--- src/rtl/camera_frame_capture.sv ---
// Captures one camera frame of RGB bytes into the frame RAM.
// Hands the frame to the colour stage and holds it until that stage pulses done.
//
// Ports:
//   i_clk, i_reset   : clock and synchronous active-high reset
//   i_vsync, i_href  : camera frame and line framing
//   i_byte_valid     : one-cycle strobe per camera byte
//   i_data           : camera byte
//   i_start          : pulse that requests one capture
//   i_continuous     : level; re-arm after each done
//   i_done           : pulse from the colour stage; frame consumed
//   o_ram_*          : frame RAM write port
//   o_frame_ready    : frame valid in RAM
//   o_busy           : waiting for a frame or capturing one
//   o_short_frame    : sticky; a frame had too few bytes
//   o_overflow       : sticky; a frame had too many bytes
module camera_frame_capture #(
  parameter int BYTES_PER_FRAME = 19200,
  parameter int ADDR_W          = 15
) (
  input  logic              i_clk,
  input  logic              i_reset,
  input  logic              i_vsync,
  input  logic              i_href,
  input  logic              i_byte_valid,
  input  logic [7:0]        i_data,
  input  logic              i_start,
  input  logic              i_continuous,
  input  logic              i_done,
  output logic              o_ram_we,
  output logic [ADDR_W-1:0] o_ram_addr,
  output logic [7:0]        o_ram_data,
  output logic              o_frame_ready,
  output logic              o_busy,
  output logic              o_short_frame,
  output logic              o_overflow
);

  typedef enum logic [1:0] {
    IDLE,
    WAIT_VSYNC,
    CAPTURE,
    READY
  } state_e;

  // One extra count bit so a full frame never wraps to zero.
  localparam logic [ADDR_W:0] FRAME_LEN =
    (ADDR_W+1)'(BYTES_PER_FRAME);

  state_e            state_q, state_d;
  logic [ADDR_W:0]   count_q, count_d;
  logic              vsync_q;
  logic              we_q, we_d;
  logic [ADDR_W-1:0] addr_q, addr_d;
  logic [7:0]        data_q, data_d;
  logic              short_q, short_d;
  logic              ovf_q, ovf_d;

  logic vs_fall;
  logic vs_rise;
  logic accept;

  assign vs_fall = vsync_q & ~i_vsync;
  assign vs_rise = ~vsync_q & i_vsync;
  // End of frame wins over a byte strobed in the same cycle.
  assign accept  = i_href & i_byte_valid & ~vs_rise;

  always_comb begin
    state_d = state_q;
    count_d = count_q;
    we_d    = 1'b0;
    addr_d  = addr_q;
    data_d  = data_q;
    short_d = short_q;
    ovf_d   = ovf_q;
    unique case (state_q)
      IDLE: begin
        if (i_start | i_continuous) begin
          state_d = WAIT_VSYNC;
          count_d = '0;
          short_d = 1'b0;
          ovf_d   = 1'b0;
        end
      end
      WAIT_VSYNC: begin
        // Arming mid-frame must wait for a fresh frame start.
        if (vs_fall) begin
          state_d = CAPTURE;
          count_d = '0;
        end
      end
      CAPTURE: begin
        if (vs_rise) begin
          if (count_q == FRAME_LEN) begin
            state_d = READY;
          end else begin
            short_d = 1'b1;
            state_d = WAIT_VSYNC;
          end
        end else if (accept) begin
          if (count_q < FRAME_LEN) begin
            we_d    = 1'b1;
            addr_d  = count_q[ADDR_W-1:0];
            data_d  = i_data;
            count_d = count_q + 1'b1;
          end else begin
            ovf_d = 1'b1;
          end
        end
      end
      READY: begin
        if (i_done) begin
          if (i_continuous) begin
            state_d = WAIT_VSYNC;
            count_d = '0;
          end else begin
            state_d = IDLE;
          end
        end
      end
      default: state_d = IDLE;
    endcase
  end

  always_ff @(posedge i_clk) begin
    if (i_reset) begin
      state_q <= IDLE;
      count_q <= '0;
      vsync_q <= 1'b0;
      we_q    <= 1'b0;
      addr_q  <= '0;
      data_q  <= '0;
      short_q <= 1'b0;
      ovf_q   <= 1'b0;
    end else begin
      state_q <= state_d;
      count_q <= count_d;
      vsync_q <= i_vsync;
      we_q    <= we_d;
      addr_q  <= addr_d;
      data_q  <= data_d;
      short_q <= short_d;
      ovf_q   <= ovf_d;
    end
  end

  assign o_ram_we      = we_q;
  assign o_ram_addr    = addr_q;
  assign o_ram_data    = data_q;
  assign o_frame_ready = (state_q == READY);
  assign o_busy        = (state_q == WAIT_VSYNC) |
                         (state_q == CAPTURE);
  assign o_short_frame = short_q;
  assign o_overflow    = ovf_q;

endmodule

--- config.mk ---
export PLATFORM = sky130hd
export DESIGN_NAME = camera_frame_capture
export DESIGN_NICKNAME = d
export VERILOG_FILES = /design/src/rtl/camera_frame_capture.sv
export SDC_FILE = /design/constraint.sdc
export NUM_CORES = 1
export LEC_CHECK = 0
export ABC_CLOCK_PERIOD_IN_PS = 4700
export CORE_MARGIN = 3
export CORE_UTILIZATION = 45
export CTS_CLUSTER_DIAMETER = 50
export DETAILED_ROUTE_END_ITERATION = 6
export PLACE_DENSITY = 0.83
export SLEW_MARGIN = 20
export SYNTH_ARGS = -nofsm -noshare
export SYNTH_HDL_FRONTEND = slang
export SYNTH_SLANG_ARGS = --single-unit
--- constraint.sdc ---
create_clock -name i_clk -period 4.7 [get_ports i_clk]
set_input_delay 1.175 -clock i_clk [delete_from_list [all_inputs] [get_ports i_clk]]
set_output_delay 1.175 -clock i_clk [all_outputs]
set_load 0.005 [all_outputs]
* Word-level counts from Yosys, hierarchy flattened
Cells that the tools add are included.
Cells by class: add/subtract/negate cells 1, order comparisons 1, equality and inequality tests 14, muxes and demuxes 24, bitwise gates (word level) 11, reductions and logical operators 8
Operators with widths (number):
- 16-bit 2-to-1 mux | 7
- 16-bit one-hot mux with 4 select lines | 1
- 2-bit inequality test, second input constant | 10
- 16-bit by 1-bit adder with 16-bit output, second input constant | 1
- 16-bit by 15-bit == test with 1-bit output, second input constant | 1
- 16-bit by 15-bit < comparator with 1-bit output, second input constant | 1
- 4-bit AND reduction | 3
- 2-bit 2-to-1 mux | 5
- 1-bit 2-to-1 mux | 8
- 2-bit one-hot mux with 4 select lines | 1
- 7-bit AND reduction | 1
- 1-bit inverter | 5
- 5-bit AND reduction | 1
- 1-bit bitwise AND | 4
- 2-bit == test, second input constant | 2
- 1-bit one-hot mux with 2 select lines | 2
- 4-bit OR reduction | 1
- 2-bit by 1-bit == test with 1-bit output, second input constant | 1
- 2-bit zero test | 1
- 1-bit bitwise OR | 2
- 2-bit nonzero test | 1
Storage, ports and cells: flip-flop bits (word level) 45, output and inout port bits 28, logic and storage cells 67

* Longest topological paths before layout
word-level depth 7, gate-level depth with buffers 8, gate-level depth less buffers 7

* Worst setup path before layout
OpenSTA, ideal clock, no wires.
path kind input port to flip-flop, start point input i_vsync, end point register count_q[13], library setup time 0.062 ns, arrival 2.409 ns, required time 4.638 ns, path slack 2.228 ns, cell stages on the path 5, cells stage by stage nand2b_4 > a221oi_4 > nand2_4 > or4_1 > nand3_1
Between the ends: cells in the longest elaborated chain, start to end 5
RTL lines:
- start: declaration | RTL line 23 | input logic i_vsync,
- 1-bit bitwise AND | RTL line 64 | assign vs_rise = ~vsync_q & i_vsync;
- 1-bit inverter (no line)
- 1-bit bitwise AND | RTL line 66 | assign accept = i_href & i_byte_valid & ~vs_rise;
- 2-bit inequality test (no line)
- 7-bit AND reduction (no line) (*)
- end signal: assignment | RTL line 137 | count_q <= count_d;
- end: declaration | RTL line 51 | logic [ADDR_W:0] count_q, count_d;
Every way passes the cells marked *; elsewhere a longest branch is shown, timed or not. A chain may end at the register's enable or synchronous reset.

* Worst setup path in the final report
start point input i_vsync, end point register addr_q[0], in the netlist o_ram_addr[0]
Between the ends: cells in the longest elaborated chain, start to end 4
RTL lines:
- 1-bit bitwise AND (*) | RTL line 64
- 1-bit inverter (no line) (*)
- 1-bit bitwise AND | RTL line 66
- 4-bit AND reduction (no line) (*)
- end signal: assignment | RTL line 140 | addr_q <= addr_d;
- end: declaration | RTL line 54 | logic [ADDR_W-1:0] addr_q, addr_d;
Marks and branches as above.

==> impl_metrics.csv <==
group,metric,value,unit
status,status,"complete, no violations",
timing,worstMarginPinSlew,0.8158,ns
timing,finalMaxSlewViolations,0,
job,maxCapViolCount,0,
yosys,synth_edf_count,0,
setup_path,cp_cell_sequence,"clkdlybuf4s50_1 > or2b_1 > o2111a_2 > and2_1 > nand2_1 > a21oi_1",
final_layout,n_antenna_cell,0,
yosys,synth_top_area_share,0.4283,
clock_network,cts.sinks,45,
timing,fin_tns_setup,0,ns
placed_design,dpl-instance-area,2540,um2
timing,skew,0.003746,ns
grt,grt_antenna_before_repair,0,
clock_network,ctsHtreeMaxLevel,2,
placed_design,dp_hpwl,3142,um
final_layout,drive_gt1_frac,0.06873,
setup_path,cp_slowest_stage_delay,0.72,ns
yosys,muxShareOfSynthArea,0.005354,
yosys,ys_seq_area_frac,0.4283,
detailed_routing,wire_per_inst,13.05,um
setup_path,crit_arrival,3.30,ns
detailed_routing,postRouteAntennaNets,0,
pwr,totalPowerFinal,0.9174,mW
clock_network,cts_buffers,5,
setup_path,end_kind,"register",
setup_path,cp_num_buf_inv,1,
timing,finalCritPeriodShare,0.6545,
yosys,ys_async_sr_fraction,0,
timing,fin_crit,3.076,ns
grt,grt_usage,0.1764,
detailed_routing,viasPerCell,5.566,
setup_path,crit_path_top_delay_cell,"and2_1",
yosys,yosys.area_share.simple,0.2368,
clock_network,cts_setup_buffers,0,
die,num_rows,24,
setup_path,startpoint_type,"input pin",
clock_network,clk_latency,0.30,ns
yosys,yosys.area_share.xor_xnor,0,
pwr,p_leak,0.9103,nW
timing,hold_violations,0,
detailed_routing,wl,4475,um
yosys,yosysUniqueCellTypes,48,
clock_network,clk_pin_slew,0.08,ns
setup_path,crit_family,"simple AND/OR/NAND/NOR gates",
detailed_routing,drtIter0Drc,97,
timing,whs,0.4545,ns
yosys,synth_common_cells,"53 x nand2_1, 45 x dfxtp_1, 31 x a21oi_1, 12 x o21ai_0",
yosys,ys.flop_type,"dfxtp_1",
die,io_pins,44,
yosys,synth_compound_gate_area_share,0.2403,
timing,slew_headroom,0.4561,
detailed_routing,first_pass_iters,4,
clock_network,cts-root-buf,"clkbuf_8",
setup_path,path_class,"input pin to register",
grt,grt_overflow_total,0,
clock_network,hold_buffers,0,
die,die_height,74.37,um
final_layout,num-nets-final,313,
placed_design,portBuffers,43,
grt,first_global_vias,1736,
placed_design,dp.cells,335,
timing,rsz0062_at_grt,"false",
clock_network,cts_tree,"built",
grt,grt_pass1_wl,7741,um
detailed_routing,vias,1909,
die,core-area,4444,um2
final_layout,syn_to_final_growth,26.29,%
yosys,syn_area,2103,um2
pwr,power.density,345.4,nW/um2
timing,setup-violations-final,0,
detailed_routing,drc,0,
timing,final.setup.worst_slack,1.624,ns
yosys,synth_most_common_cell,"nand2_1",
yosys,synthAdderAreaFrac,0.04164,
yosys,syn-num-nets,276,
final_layout,final_util,0.5977,
final_layout,design_area,2656,um2
yosys,yosys_register_bits,45,
yosys,synth_area_leaders,"dfxtp_1 43%, nand2_1 9.5%, a21oi_1 7.4%, ha_1 4.2%, o21ai_0 2.9%",
yosys,synth_top_family_by_area,"compound AO/OA/AOI/OAI gates",
setup_path,cp.required,4.93,ns
yosys,syn_inst,253,
clock_network,clock_path_buffers,2,
yosys,yosysWarnings,0,
clock_network,post_cts_resized,0,
setup_path,critPathMaxFanout,23,
pwr,ir_drop,0.2561,mV
timing,fmax,325.1,MHz
min_path,hp-class,"register to register",
yosys,syn_area_per_cell,8.313,um2
die,die_w,74.37,um
final_layout,fin_cells,343,
yosys,yosysTopAreaCell,"dfxtp_1",
placed_design,gp_congestion,0.8747,
grt,grt_start_max_net_pins,35,
placed_design,post-place-ws,1.288,ns
die,start_util,0.4733,
die,dieArea,5530,um2
## placed cells by master, fill, tap and decap left out, types with 3 or more instances in the layout
cell,n
clkdlybuf4s50_1,43
and3_1,3
nand3_1,8
a31oi_1,4
o31ai_1,7
a41oi_1,3
nand4_1,6
nor2_1,8
and2_1,5
nand2_1,53
inv_1,8
a21oi_1,31
nor3_1,3
ha_1,7
a21o_1,4
clkbuf_8,6
o21ai_0,12
dfxtp_1,45
## layer usage
metal / track usage / vias up / wire length, um
li1: - / 975 / -
met1: 0.2349 / 878 / 2066
met2: 0.2693 / 50 / 2143
met3: 0.04189 / 6 / 198
met4: 0.08300 / 0 / 67
met5: 0 / - / 0
## power by group
part	internal (mW)	switching (mW)	leakage, nW
clock	0.173	0.124	0.0585
combinational	0.0951	0.119	0.489
sequential	0.393	0.0125	0.363
## tightest hold or removal path, stage by stage, from the launching register on
cell and delay [ns]:
dfxtp_1 0.31, nand2_1 0.05, a21oi_1 0.05
## worst paths after layout
path         cells after the start            end  slack (ns)           from
max reg2reg                      5  o_ram_addr[0]        2.46    count_q[11]
min reg2reg                      2  o_ram_addr[9]        0.45  o_ram_addr[9]
min                              2  o_ram_addr[9]        0.45  o_ram_addr[9]
max                              6  o_ram_addr[0]        1.62        i_vsync
## cell families (layout without fill, tap and decap cells)
group / Yosys count / in the layout
flip-flops: 45 / 45
AND/OR/NAND/NOR: 100 / 100
multiplexers: 1 / 1
buffers and inverters: 23 / 61
AO/OA/AOI/OAI: 77 / 77
adder cells (fa/ha/maj): 7 / 7
## area by class of cell
type	count	area [um2]
tap	52	65.06
clock buffer	7	86.33
sequential	45	900.9
timing repair buffer	44	437.9
inverter	9	33.78
clock inverter	1	30.03
fill	397	1788
multi-input combinational	185	1102
## registers in the layout, indices dropped and copies added (netlist names)
name           cells
state_q            2
vsync_q            1
o_ram_data         8
count_q           16
o_ram_we           1
o_overflow         1
o_short_frame      1
o_ram_addr        15
Note: power is estimated with default switching activity, not from simulation.
